## src/rtl/dl_pkg.sv

```systemverilog
// Shared types and helpers for the deadlock-detect network (collector and detect units).
package dl_pkg;

    typedef enum logic [2:0] {
        IDLE   = 3'd0,
        CLEAR  = 3'd1,
        ARM    = 3'd2,
        REPORT = 3'd3,
        HALT   = 3'd4
    } dl_state_e;

    // Width of a process index; never narrower than one bit.
    function automatic int unsigned proc_id_w(input int unsigned n);
        return (n <= 1) ? 1 : $clog2(n);
    endfunction

    function automatic int unsigned max_u(input int unsigned a, input int unsigned b);
        return (a > b) ? a : b;
    endfunction

endpackage

```

## src/rtl/dl_lowest_onehot.sv

```systemverilog
// Combinational lowest-set-bit finder: one-hot mask and binary index of the lowest set bit.
module dl_lowest_onehot
    import dl_pkg::*;
#(
    parameter int unsigned W = 5
) (
    input  logic [W-1:0]            i_vec,
    output logic [W-1:0]            o_onehot,
    output logic [proc_id_w(W)-1:0] o_idx
);

    localparam int unsigned IDX_W = proc_id_w(W);

    // Scan from the top down so the lowest set bit is the last one written.
    always_comb begin
        o_onehot = '0;
        o_idx    = '0;
        for (int i = int'(W) - 1; i >= 0; i--) begin
            if (i_vec[i]) begin
                o_onehot    = '0;
                o_onehot[i] = 1'b1;
                o_idx       = IDX_W'(i);
            end
        end
    end

endmodule

```

## src/rtl/dl_report_collector.sv

```systemverilog
// Deadlock report collector: elects an origin, flushes tokens, confirms a persistent
// cycle, then latches dl_detect_out and streams the deadlocked process IDs.
module dl_report_collector
    import dl_pkg::*;
#(
    parameter int unsigned PROC_NUM       = 5,
    parameter int unsigned CLEAR_CYCLES   = 2,
    parameter int unsigned CONFIRM_CYCLES = 4
) (
    input  logic                          clock,
    input  logic                          reset,
    input  logic [PROC_NUM-1:0]           dl_in_vec,
    output logic                          dl_detect_out,
    output logic [PROC_NUM-1:0]           origin,
    output logic                          token_clear,
    output logic                          report_valid,
    input  logic                          report_ready,
    output logic [proc_id_w(PROC_NUM)-1:0] report_proc_id,
    output logic                          report_last
);

    localparam int unsigned ID_W  = proc_id_w(PROC_NUM);
    localparam int unsigned CNT_W = $clog2(max_u(CLEAR_CYCLES, CONFIRM_CYCLES)) + 1;

    dl_state_e           r_state, w_state_n;
    logic [PROC_NUM-1:0] r_origin, w_origin_n;
    logic [PROC_NUM-1:0] r_snap, w_snap_n;
    logic [CNT_W-1:0]    r_clr_cnt, w_clr_cnt_n;
    logic [CNT_W-1:0]    r_cf_cnt, w_cf_cnt_n;
    logic                r_detect, w_detect_n;
    logic                r_token_clear, w_token_clear_n;
    logic                r_valid, w_valid_n;
    logic [ID_W-1:0]     r_proc_id, w_proc_id_n;
    logic                r_last, w_last_n;

    logic [PROC_NUM-1:0] w_src;
    logic [PROC_NUM-1:0] w_sel_onehot;
    logic [ID_W-1:0]     w_sel_idx;
    logic [PROC_NUM-1:0] w_cur_onehot;
    logic                w_src_any;
    logic                w_src_single;
    logic                w_hit;
    logic                w_accept;

    assign w_cur_onehot = PROC_NUM'(1) << r_proc_id;
    assign w_hit        = |(dl_in_vec & r_origin);
    assign w_accept     = r_valid & report_ready;

    // Finder input: election in IDLE, first beat in ARM, next remaining beat in REPORT.
    always_comb begin
        w_src = '0;
        case (r_state)
            IDLE:    w_src = dl_in_vec;
            ARM:     w_src = dl_in_vec | r_origin;
            REPORT:  w_src = r_snap & ~w_cur_onehot;
            default: w_src = '0;
        endcase
    end

    dl_lowest_onehot #(.W(PROC_NUM)) u_lowest (
        .i_vec    (w_src),
        .o_onehot (w_sel_onehot),
        .o_idx    (w_sel_idx)
    );

    assign w_src_any    = |w_src;
    assign w_src_single = w_src_any && (w_src == w_sel_onehot);

    // State and output registers.
    always_ff @(posedge clock or negedge reset) begin
        if (!reset) begin
            r_state       <= IDLE;
            r_origin      <= '0;
            r_snap        <= '0;
            r_clr_cnt     <= '0;
            r_cf_cnt      <= '0;
            r_detect      <= 1'b0;
            r_token_clear <= 1'b0;
            r_valid       <= 1'b0;
            r_proc_id     <= '0;
            r_last        <= 1'b0;
        end else begin
            r_state       <= w_state_n;
            r_origin      <= w_origin_n;
            r_snap        <= w_snap_n;
            r_clr_cnt     <= w_clr_cnt_n;
            r_cf_cnt      <= w_cf_cnt_n;
            r_detect      <= w_detect_n;
            r_token_clear <= w_token_clear_n;
            r_valid       <= w_valid_n;
            r_proc_id     <= w_proc_id_n;
            r_last        <= w_last_n;
        end
    end

    // Next-state logic.
    always_comb begin
        w_state_n = r_state;
        case (r_state)
            IDLE:    if (|dl_in_vec) w_state_n = CLEAR;
            CLEAR:   if (r_clr_cnt == '0) w_state_n = ARM;
            ARM: begin
                if (!w_hit)                                        w_state_n = IDLE;
                else if (r_cf_cnt == CNT_W'(CONFIRM_CYCLES - 1))   w_state_n = REPORT;
            end
            REPORT:  if (w_accept && !w_src_any) w_state_n = HALT;
            HALT:    w_state_n = HALT;
            default: w_state_n = IDLE;
        endcase
    end

    // Next values of the registered outputs, counters and snapshot.
    always_comb begin
        w_origin_n      = r_origin;
        w_snap_n        = r_snap;
        w_clr_cnt_n     = r_clr_cnt;
        w_cf_cnt_n      = r_cf_cnt;
        w_detect_n      = r_detect;
        w_token_clear_n = r_token_clear;
        w_valid_n       = r_valid;
        w_proc_id_n     = r_proc_id;
        w_last_n        = r_last;
        case (r_state)
            IDLE: begin
                w_origin_n      = '0;
                w_token_clear_n = 1'b0;
                if (|dl_in_vec) begin
                    w_origin_n      = w_sel_onehot;
                    w_token_clear_n = 1'b1;
                    w_clr_cnt_n     = CNT_W'(CLEAR_CYCLES - 1);
                end
            end
            CLEAR: begin
                if (r_clr_cnt == '0) begin
                    w_token_clear_n = 1'b0;
                    w_cf_cnt_n      = '0;
                end else begin
                    w_clr_cnt_n = r_clr_cnt - CNT_W'(1);
                end
            end
            ARM: begin
                if (!w_hit) begin
                    w_origin_n      = '0;
                    w_token_clear_n = 1'b1;
                end else if (r_cf_cnt == CNT_W'(CONFIRM_CYCLES - 1)) begin
                    w_snap_n    = w_src;
                    w_detect_n  = 1'b1;
                    w_valid_n   = 1'b1;
                    w_proc_id_n = w_sel_idx;
                    w_last_n    = w_src_single;
                end else begin
                    w_cf_cnt_n = r_cf_cnt + CNT_W'(1);
                end
            end
            REPORT: begin
                if (w_accept) begin
                    w_snap_n    = w_src;
                    w_valid_n   = w_src_any;
                    w_proc_id_n = w_sel_idx;
                    w_last_n    = w_src_single;
                end
            end
            HALT: begin
                w_valid_n       = 1'b0;
                w_token_clear_n = 1'b0;
                w_last_n        = 1'b0;
            end
            default: begin
                w_origin_n = '0;
            end
        endcase
    end

    assign dl_detect_out  = r_detect;
    assign origin         = r_origin;
    assign token_clear    = r_token_clear;
    assign report_valid   = r_valid;
    assign report_proc_id = r_proc_id;
    assign report_last    = r_last;

endmodule

```

## config.mk

```make
export PLATFORM = sky130hd
export DESIGN_NAME = dl_report_collector
export DESIGN_NICKNAME = d
export VERILOG_FILES = /design/src/rtl/dl_pkg.sv /design/src/rtl/dl_lowest_onehot.sv /design/src/rtl/dl_report_collector.sv
export SDC_FILE = /design/constraint.sdc
export NUM_CORES = 1
export LEC_CHECK = 0
export ABC_CLOCK_PERIOD_IN_PS = 4000
export BUFFER_PORTS_ARGS = -buffer_cell sky130_fd_sc_hd__buf_2
export CORE_MARGIN = 10
export CORE_UTILIZATION = 55
export CTS_CLUSTER_DIAMETER = 100
export DETAILED_ROUTE_END_ITERATION = 10
export PLACE_DENSITY = 0.88
export SYNTH_ARGS = -nofsm -noshare
export SYNTH_HDL_FRONTEND = slang
export SYNTH_HIERARCHICAL = 1
export SYNTH_SLANG_ARGS = --single-unit
```

## constraint.sdc

```tcl
create_clock -name clock -period 4 [get_ports clock]
set_clock_uncertainty 0.15 [all_clocks]
set_input_delay 0 -clock clock [delete_from_list [all_inputs] [get_ports clock]]
set_output_delay 0 -clock clock [all_outputs]
set_load 0.005 [all_outputs]
```

==> run_results.csv, run 1 <==
group,metric,value,unit
timing,final-hold-violation-count,0,
clocking,path_clk_slew,140,ps
cells_and_area,final_common_cell,"dfrtp_1",
pwr,ir_worst_vdd,578.4,uV
worst_setup_path,crit_chain,"nand3b_4, o32ai_1, nand2b_4, nor3_1, xnor2_1, a41oi_2, a211oi_2",
pwr,fin_total_pwr,1.092,mW
worst_setup_path,worstSetupPathType,"register to register",
detailed_routing,drt_wl_total,3.806,mm
yosys,yosys_warnings,6,
status,status,"complete, no violations",
timing,finalCritPeriodShare,73.78,%
detailed_routing,vias,1397,
global_route,grt_pass1_vias,1380,
pwr,internal_power,600.9,uW
cells_and_area,n_antenna_cell,0,
worst_setup_path,crit_required,4100,ps
global_route,grt_antenna_before_repair,0,
cells_and_area,syn2layout_area_growth,7.427,%
cells_and_area,most-common-layout-cells,"dfrtp_1, buf_2, a21oi_1, nor2_1, inv_1",
clocking,clkLatencyLatePin,320,ps
timing,slew_headroom,42.92,%
yosys,syn_inst,171,
placement,placed_area,1699,um2
cells_and_area,final_nets,201,
placement,gp_congestion,0.8631,
clocking,post_cts_buffers,0,
die,chipWidth,74.51,um
timing,rsz0062_at_grt,"no",
yosys,ys_seq_area_share,39.82,%
timing,fmax,338.8,MHz
detailed_routing,drc,0,
pwr,swShare,44.95,%
pwr,power_frac_comb,50.0,%
clocking,cts_buffers,3,
placement,pre_cts_ws,1148,ps
timing,report.final.slew_viol_count,0,
timing,setup_viol,0,
pwr,powerDensity,621.8,nW/um2
detailed_routing,first_iter_violations,108,
die,rows,19,
pwr,p_switching,490.6,uW
clocking,cts_resized,0,
yosys,synth_cell_types,53,
die,dieArea,5551,um2
die,die_h,74.51,um
min_path,min_path_type,"input port to asynchronous set/reset pin",
clocking,cts.sinks,26,
yosys,synth_area,1634,um2
clocking,h-tree-depth,1,
timing,tns,0,ps
worst_setup_path,cp-end-kind,"register",
cells_and_area,fin_area,1755,um2
yosys,synth_seq_cells,26,
worst_setup_path,cp.arrival,3050,ps
timing,setup_ws,1049,ps
yosys,synth_ff_type,"dfrtp_1",
die,io-pin-count,20,
die,coreArea,2805,um2
yosys,synth-edff-count,0,
timing,tightest_slew,853.5,ps
worst_setup_path,crit_fanout,22,
worst_setup_path,cpMaxStageDelayCell,"dfrtp_1",
yosys,async_reset_ff_share,100.0,%
die,start_util,58.25,%
clocking,cts_buffer_depth,2,
detailed_routing,avgViaCountPerCell,6.379,
cells_and_area,final_layout_size_suffix_gt1_share,22.87,%
yosys,syn_nets,183,
pwr,power.leakage,0.8333,nW
placement,dp_hpwl,2.847,mm
yosys,avgSynthCellArea,9.556,um2
pwr,p_seq_share,37.8,%
pwr,pwr-share-clk,12.2,%
worst_setup_path,cpPeakStageDelay,820,ps
timing,post-route-min-period,2951,ps
timing,holdWs,36.89,ps
detailed_routing,wl_per_cell,17.38,um
clocking,cts_root_buffer,"clkbuf_4",
global_route,gr-usage-all-layers,14.80,%
global_route,grt_max_degree,27,
clocking,cts.hold.buffers_added,2,
placement,portBuffers,19,
worst_setup_path,cp-start-kind,"register",
detailed_routing,firstDrtPassIters,4,
run,max_cap_viol_count,0,
clocking,cts_tree,"done",
global_route,grt_pass1_wl,6.479,mm
global_route,gr-total-overflow,0,
detailed_routing,antenna_left,0,
==> logic make-up after synthesis <==
group | share of synthesized area, %
AOI/OAI and AO/OA | 25.50
buffers and inverters | 6.508
adders and majority gates | 3.063
muxes | 4.058
DFF | 39.82
xor gates and xnor gates | 2.144
and+or+nand+nor | 18.91
==> cells in the mapped netlist (3+ instances only) <==
library cell,number,share of area (%)
ha_1,4,3.1
dfrtp_1,26,40
o32ai_1,3,1.6
nor3_1,5,1.5
inv_1,10,2.3
o21ai_0,8,2.5
nor2_1,15,3.4
mux2_2,4,2.8
buf_4,3,1.4
a31oi_1,4,1.5
nor3b_1,3,1.4
xnor2_1,4,2.1
nand2_1,8,1.8
o22ai_1,4,1.5
a21oi_1,17,5.2
a22o_1,4,2.1
nand3_1,7,2.1
==> routing by layer <==
layer / up-vias / GRT usage, % / share of wire, %
met5: - / 0 / 0
met4: 0 / 4.412 / 2.2
met3: 12 / 3.590 / 6.8
met2: 58 / 26.61 / 50
met1: 665 / 16.92 / 41
li1: 662 / - / -
==> through the flow <==
step | std cells | util (%)
finish | 219 | 62.58
global route | 219 | 62.58
CTS | 219 | 62.58
detailed placement | 213 | 60.57
global placement | 213 | 60.57
floorplan | 171 | -
==> critical path: cells and delay by family (launching register included) <==
| kind | cells | cell delay (ps) |
|---|---|---|
| AOI/OAI and AO/OA | 3 | 1150 |
| xor gates and xnor gates | 1 | 200 |
| DFF | 1 | 820 |
| and+or+nand+nor | 3 | 550 |
==> sequential cells by signal (all words and copies together) (netlist names) <==
signal and cells:
origin 5, r_snap 5, r_cf_cnt 3, r_clr_cnt 3, r_state 3, report_proc_id 3, dl_detect_out 1, report_last 1
report_valid 1, token_clear 1
==> worst paths after layout <==
kind	depth (start not counted)	from	to	slack (ps)
setup / recovery	7	r_state[1]	report_last	1050
hold / removal	2	reset	origin[3]	40
setup reg to reg	7	r_state[1]	report_last	1050
hold reg to reg	1	dl_detect_out	dl_detect_out	320
max in group asynchronous	2	reset	origin[4]	3290
min in group clock	5	dl_in_vec[2]	token_clear	40
==> power by group through the flow <==
stage / registers [mW] / clock network [mW] / logic (mW)
finish: 0.413 / 0.133 / 0.546
global route: 0.424 / 0.145 / 0.607
CTS: 0.408 / 0.136 / 0.542
detailed placement: 0.412 / 0 / 0.533
global placement: 0.406 / 0 / 0.499
floorplan: 0.372 / 0 / 0.454
==> area by class of cell <==
| cell class | count | area (um2) |
|---|---|---|
| inverter | 10 | 37.54 |
| sequential | 26 | 650.6 |
| multi-input combinational | 127 | 877.1 |
| clock buffer | 4 | 36.28 |
| timing repair buffer | 21 | 115.1 |
| fill | 229 | 1050 |
| tap | 31 | 38.79 |
Note: power is estimated with default switching activity, not from simulation.
==> run 2: changes to the inputs <==
Settings changed: ABC_CLOCK_PERIOD_IN_PS 4000 to 3040.
Clock period 4 ns to 3.04 ns, I/O delays scaled along.
==> run 2 against run 1 <==
  * Power is 32% higher
  * Critical path depth stayed put
  * Hold slack worse by 17 ps
  * Core utilization is 0.58 points higher
==> run_results.csv, run 2 (same netlist as run 1, synthesis figures left out) <==
group,metric,value,unit
die,rows,19,
placement,gp_congestion,0.8771,
cells_and_area,n_antenna_cell,0,
placement,place_inst,217,
clocking,cts_tree,"done",
detailed_routing,firstDrtPassIters,7,
die,start_util,58.25,%
cells_and_area,final_common_cell,"dfrtp_1",
clocking,cts.hold.buffers_added,2,
worst_setup_path,worstSetupPathType,"register to register",
worst_setup_path,crit_fanout,10,
cells_and_area,fill_cells,246,
worst_setup_path,cpMaxStageDelayCell,"o22ai_1",
worst_setup_path,crit_chain,"or2_1, o22ai_1, nor2_1, and2_1, xnor2_1, a41oi_2, a211oi_2",
global_route,grt_antenna_before_repair,0,
worst_setup_path,cpPeakStageDelay,650,ps
cells_and_area,most-common-layout-cells,"dfrtp_1, buf_2, a21oi_1, nor2_1, inv_1",
die,chipWidth,74.51,um
cells_and_area,fin_cells,222,
detailed_routing,drt_wl_total,3.760,mm
clocking,cts_buffers,3,
clocking,cts_root_buffer,"clkbuf_4",
cells_and_area,final_nets,205,
global_route,grt_max_degree,27,
timing,finalCritPeriodShare,87.08,%
worst_setup_path,crit_required,3160,ps
timing,tns,0,ps
global_route,grt_pass1_vias,1341,
die,die_h,74.51,um
worst_setup_path,cp-end-kind,"register",
pwr,ir_worst_vdd,640.7,uV
worst_setup_path,cp-start-kind,"register",
cells_and_area,multiInputGateArea,877.1,um2
die,dieArea,5551,um2
timing,slew_headroom,49.72,%
clocking,clkLatencyLatePin,340,ps
timing,holdWs,19.51,ps
timing,fmax,377.7,MHz
worst_setup_path,path_buf_inv,0,
cells_and_area,utilization,63.16,%
pwr,power.leakage,0.8463,nW
timing,report.final.slew_viol_count,0,
detailed_routing,vias,1404,
cells_and_area,regArea,650.6,um2
clocking,post_cts_buffers,0,
die,io-pin-count,20,
detailed_routing,first_iter_violations,129,
worst_setup_path,cp.arrival,2760,ps
timing,final-hold-violation-count,0,
global_route,grt_pass1_wl,6.327,mm
clocking,path_clk_slew,140,ps
min_path,min_path_type,"input port to asynchronous set/reset pin",
timing,tightest_slew,754.2,ps
cells_and_area,syn2layout_area_growth,8.423,%
detailed_routing,antenna_left,0,
timing,post-route-min-period,2647,ps
clocking,h-tree-depth,1,
run,max_cap_viol_count,0,
worst_setup_path,path_delay_family,"compound AO/OA/AOI/OAI gates",
placement,portBuffers,19,
global_route,gr-total-overflow,0,
timing,setup_viol,0,
clocking,cts_resized,0,
detailed_routing,wl_per_cell,16.94,um
detailed_routing,drc,0,
die,coreArea,2805,um2
detailed_routing,avgViaCountPerCell,6.324,
global_route,gr-usage-all-layers,14.19,%
pwr,powerDensity,810.7,nW/um2
clocking,cts.sinks,26,
cells_and_area,final_layout_size_suffix_gt1_share,24.08,%
status,status,"complete, no violations",
timing,rsz0062_at_grt,"no",
clocking,cts_buffer_depth,2,
pwr,fin_total_pwr,1.436,mW
placement,dp_hpwl,2.901,mm
## run 2: changes by cell type in the layout (fill, tap and decap cells not counted), sizes merged
| cell | before | now |
|---|---|---|
| clkbuf | 4 | 3 |
| buf | 19 | 23 |
## run 2: layer usage
layer / GRT usage [%] / part of all wire (%) / vias to the layer above
met5: 0 / 0 / -
met3: 3.590 / 6.1 / 5
met2: 24.88 / 50 / 47
li1: - / - / 668
met4: 1.891 / 0.69 / 0
met1: 17.50 / 43 / 684
## run 2: power by group
part	switching (mW)	total, mW	internal [mW]
combinational	0.440	0.765	0.325
clock	0.103	0.149	0.0467
sequential	0.0961	0.522	0.426
total	0.639	1.44	0.797
## run 2: final cells by class
type / count / area share, %
multi-input combinational: 127 / 49.51
sequential: 26 / 36.72
timing repair buffer: 25 / 8.192
tap: 31 / 2.189
inverter: 10 / 2.119
clock buffer: 3 / 1.271
## run 2: stage by stage
stage / cell area [um2] / setup slack [ps]
after floorplan: 1634 / 673.3
after global placement: 1729 / 592.9
after CTS: 1772 / 439.8
final: 1772 / 392.7
after detailed placement: 1729 / 468.4
after global routing: 1772 / 136.8
## run 2: worst reg2reg max path, stage by stage (launching register included)
cell	delay, ps
dfrtp_1	510
or2_1	390
o22ai_1	650
nor2_1	140
and2_1	230
xnor2_1	180
a41oi_2	140
a211oi_2	200
## run 2: final timing paths
| kind | slack [ps] | startpoint | endpoint | cells after the start |
|---|---|---|---|---|
| worst max register to register | 390 | r_state[0] | report_last | 7 |
| worst max-delay path | 390 | r_state[0] | report_last | 7 |
| max in group asynchronous | 2330 | reset | r_state[0] | 2 |
| worst min-delay path | 20 | reset | origin[2] | 2 |
| worst min register to register | 320 | dl_detect_out | dl_detect_out | 1 |
| min in group clock | 40 | dl_in_vec[3] | token_clear | 5 |
==> run 3: changes to the inputs <==
Settings changed: ABC_CLOCK_PERIOD_IN_PS 3040 to 2950.
Clock period 3.04 ns to 2.95 ns, I/O delays scaled along.
==> run 3 against run 2 <==
  * Register-to-register slack lost 150 ps
  * Final cell count shrank 0.90%
  * First-iteration DRC count shrank 13%
  * Sequential cell count is the same
  * Critical path depth is the same
  * Critical path type unchanged
  * Largest cell class unchanged
==> run_results.csv, run 3 (same netlist as run 1, synthesis figures left out) <==
group,metric,value,unit
status,status,"complete, no violations",
pwr,powerDensity,827.5,nW/um2
placement,portBuffers,19,
pwr,power.leakage,0.8373,nW
clocking,cts.sinks,26,
timing,tns,0,ps
global_route,grt_max_degree,27,
timing,setup_ws,239.6,ps
cells_and_area,final_nets,203,
timing,slew_headroom,40.65,%
worst_setup_path,r2r_slack,240,ps
detailed_routing,firstDrtPassIters,5,
timing,post-route-min-period,2710,ps
placement,pre_cts_ws,344.0,ps
cells_and_area,final_layout_size_suffix_gt1_share,23.81,%
worst_setup_path,cp-start-kind,"register",
die,rows,19,
timing,tightest_slew,887.4,ps
worst_setup_path,cp-end-kind,"register",
cells_and_area,most-common-layout-cells,"dfrtp_1, buf_2, a21oi_1, nor2_1, inv_1",
global_route,gr-total-overflow,0,
worst_setup_path,worstSetupPathType,"register to register",
detailed_routing,vias,1384,
worst_setup_path,regToRegEndpoint,"report_last",
die,die_h,74.51,um
detailed_routing,first_iter_violations,112,
cells_and_area,fill_cells,233,
timing,setup_viol,0,
placement,gp_congestion,0.9242,
clocking,cts_tree,"done",
min_path,holdPathEnd,"r_state[2]",
clocking,cts_buffer_depth,2,
min_path,hp-start,"report_ready",
clocking,clkLatencyLatePin,320,ps
timing,rsz0062_at_grt,"no",
worst_setup_path,crit_required,3040,ps
die,start_util,58.25,%
clocking,cts_buffers,3,
die,dieArea,5551,um2
worst_setup_path,crit_fanout,10,
detailed_routing,drt_wl_total,3.758,mm
detailed_routing,antenna_left,0,
clocking,h-tree-depth,1,
cells_and_area,final_common_cell,"dfrtp_1",
clocking,path_clk_slew,140,ps
global_route,grt_pass1_wl,6.237,mm
die,io-pin-count,20,
cells_and_area,utilization,62.53,%
global_route,grt_pass1_vias,1380,
detailed_routing,drc,0,
timing,fmax,369.0,MHz
detailed_routing,wl_per_cell,17.08,um
timing,holdWs,25.43,ps
worst_setup_path,startpoint,"r_state[0]",
placement,dp_hpwl,2.821,mm
detailed_routing,avgViaCountPerCell,6.291,
min_path,min_path_cells,5,
die,coreArea,2805,um2
pwr,ir_worst_vdd,481.7,uV
global_route,grt_antenna_before_repair,0,
worst_setup_path,cp.arrival,2800,ps
min_path,min_path_type,"input port to register",
worst_setup_path,crit_chain,"nand3b_4, o32ai_1, nand2b_4, nor3_1, xnor2_1, a41oi_2, a211oi_2",
timing,final-hold-violation-count,0,
worst_setup_path,rr_worst_depth,7,
timing,report.final.slew_viol_count,0,
timing,finalCritPeriodShare,91.88,%
worst_setup_path,worstReg2RegStart,"r_state[0]",
clocking,cts_resized,0,
cells_and_area,syn2layout_area_growth,7.351,%
die,chipWidth,74.51,um
cells_and_area,n_antenna_cell,0,
global_route,gr-usage-all-layers,14.05,%
worst_setup_path,cpPeakStageDelay,800,ps
worst_setup_path,cpMaxStageDelayCell,"o32ai_1",
clocking,cts_root_buffer,"clkbuf_4",
run,max_cap_viol_count,0,
clocking,post_cts_buffers,0,
## run 3: how the worst max path moves through the flow
| stage | cells past startpoint | to | slack, ps |
|---|---|---|---|
| floorplan | 9 | report_last | 580 |
| global placement | 7 | report_last | 530 |
| detailed placement | 7 | report_last | 340 |
| CTS | 7 | report_last | 310 |
| global route | 7 | report_last | 80 |
| finish | 7 | report_last | 240 |
## run 3: timing repair
item,4_1_cts,5_1_grt
endpoints found under the setup margin,0,0
hold buffers,1,0
endpoints found under the hold margin,26,0
## run 3: stage by stage
step / instance area (um2) / cells / power (mW)
after global routing: 1754 / 220 / 1.568
after global placement: 1722 / 216 / 1.260
after floorplan: 1634 / 171 / 1.121
after detailed placement: 1722 / 216 / 1.295
after CTS: 1754 / 220 / 1.447
final: 1754 / 220 / 1.452
## run 3: final cells by class
class                   count  area (um2)  area share [%]
clock buffers               3       22.52           1.284
flip-flops and latches     26       650.6           37.09
inverters                  10       37.54           2.140
well taps                  31       38.79           2.211
multi-input cells         127       877.1           50.00
repair buffers             23       127.6           7.275
## run 3: power by group
group,total [mW],switching (mW),internal (mW)
registers,0.523,0.0838,0.439
logic,0.780,0.461,0.319
clock network,0.149,0.101,0.0478
total,1.45,0.646,0.806
## run 3: per-layer routing
metal,vias to the layer above,part of all wire [%],global-route usage (%)
met4,0,1.9,5.672
met2,46,51,24.40
li1,666,-,-
met3,15,5.4,3.059
met5,-,0,0
met1,657,42,16.42
## run 3: critical path: cells and delay by family (launching register included)
kind                      cells  cell delay, ps
AOI/OAI and AO/OA             3            1190
xor gates and xnor gates      1             190
DFF                           1             550
and+or+nand+nor               3             560
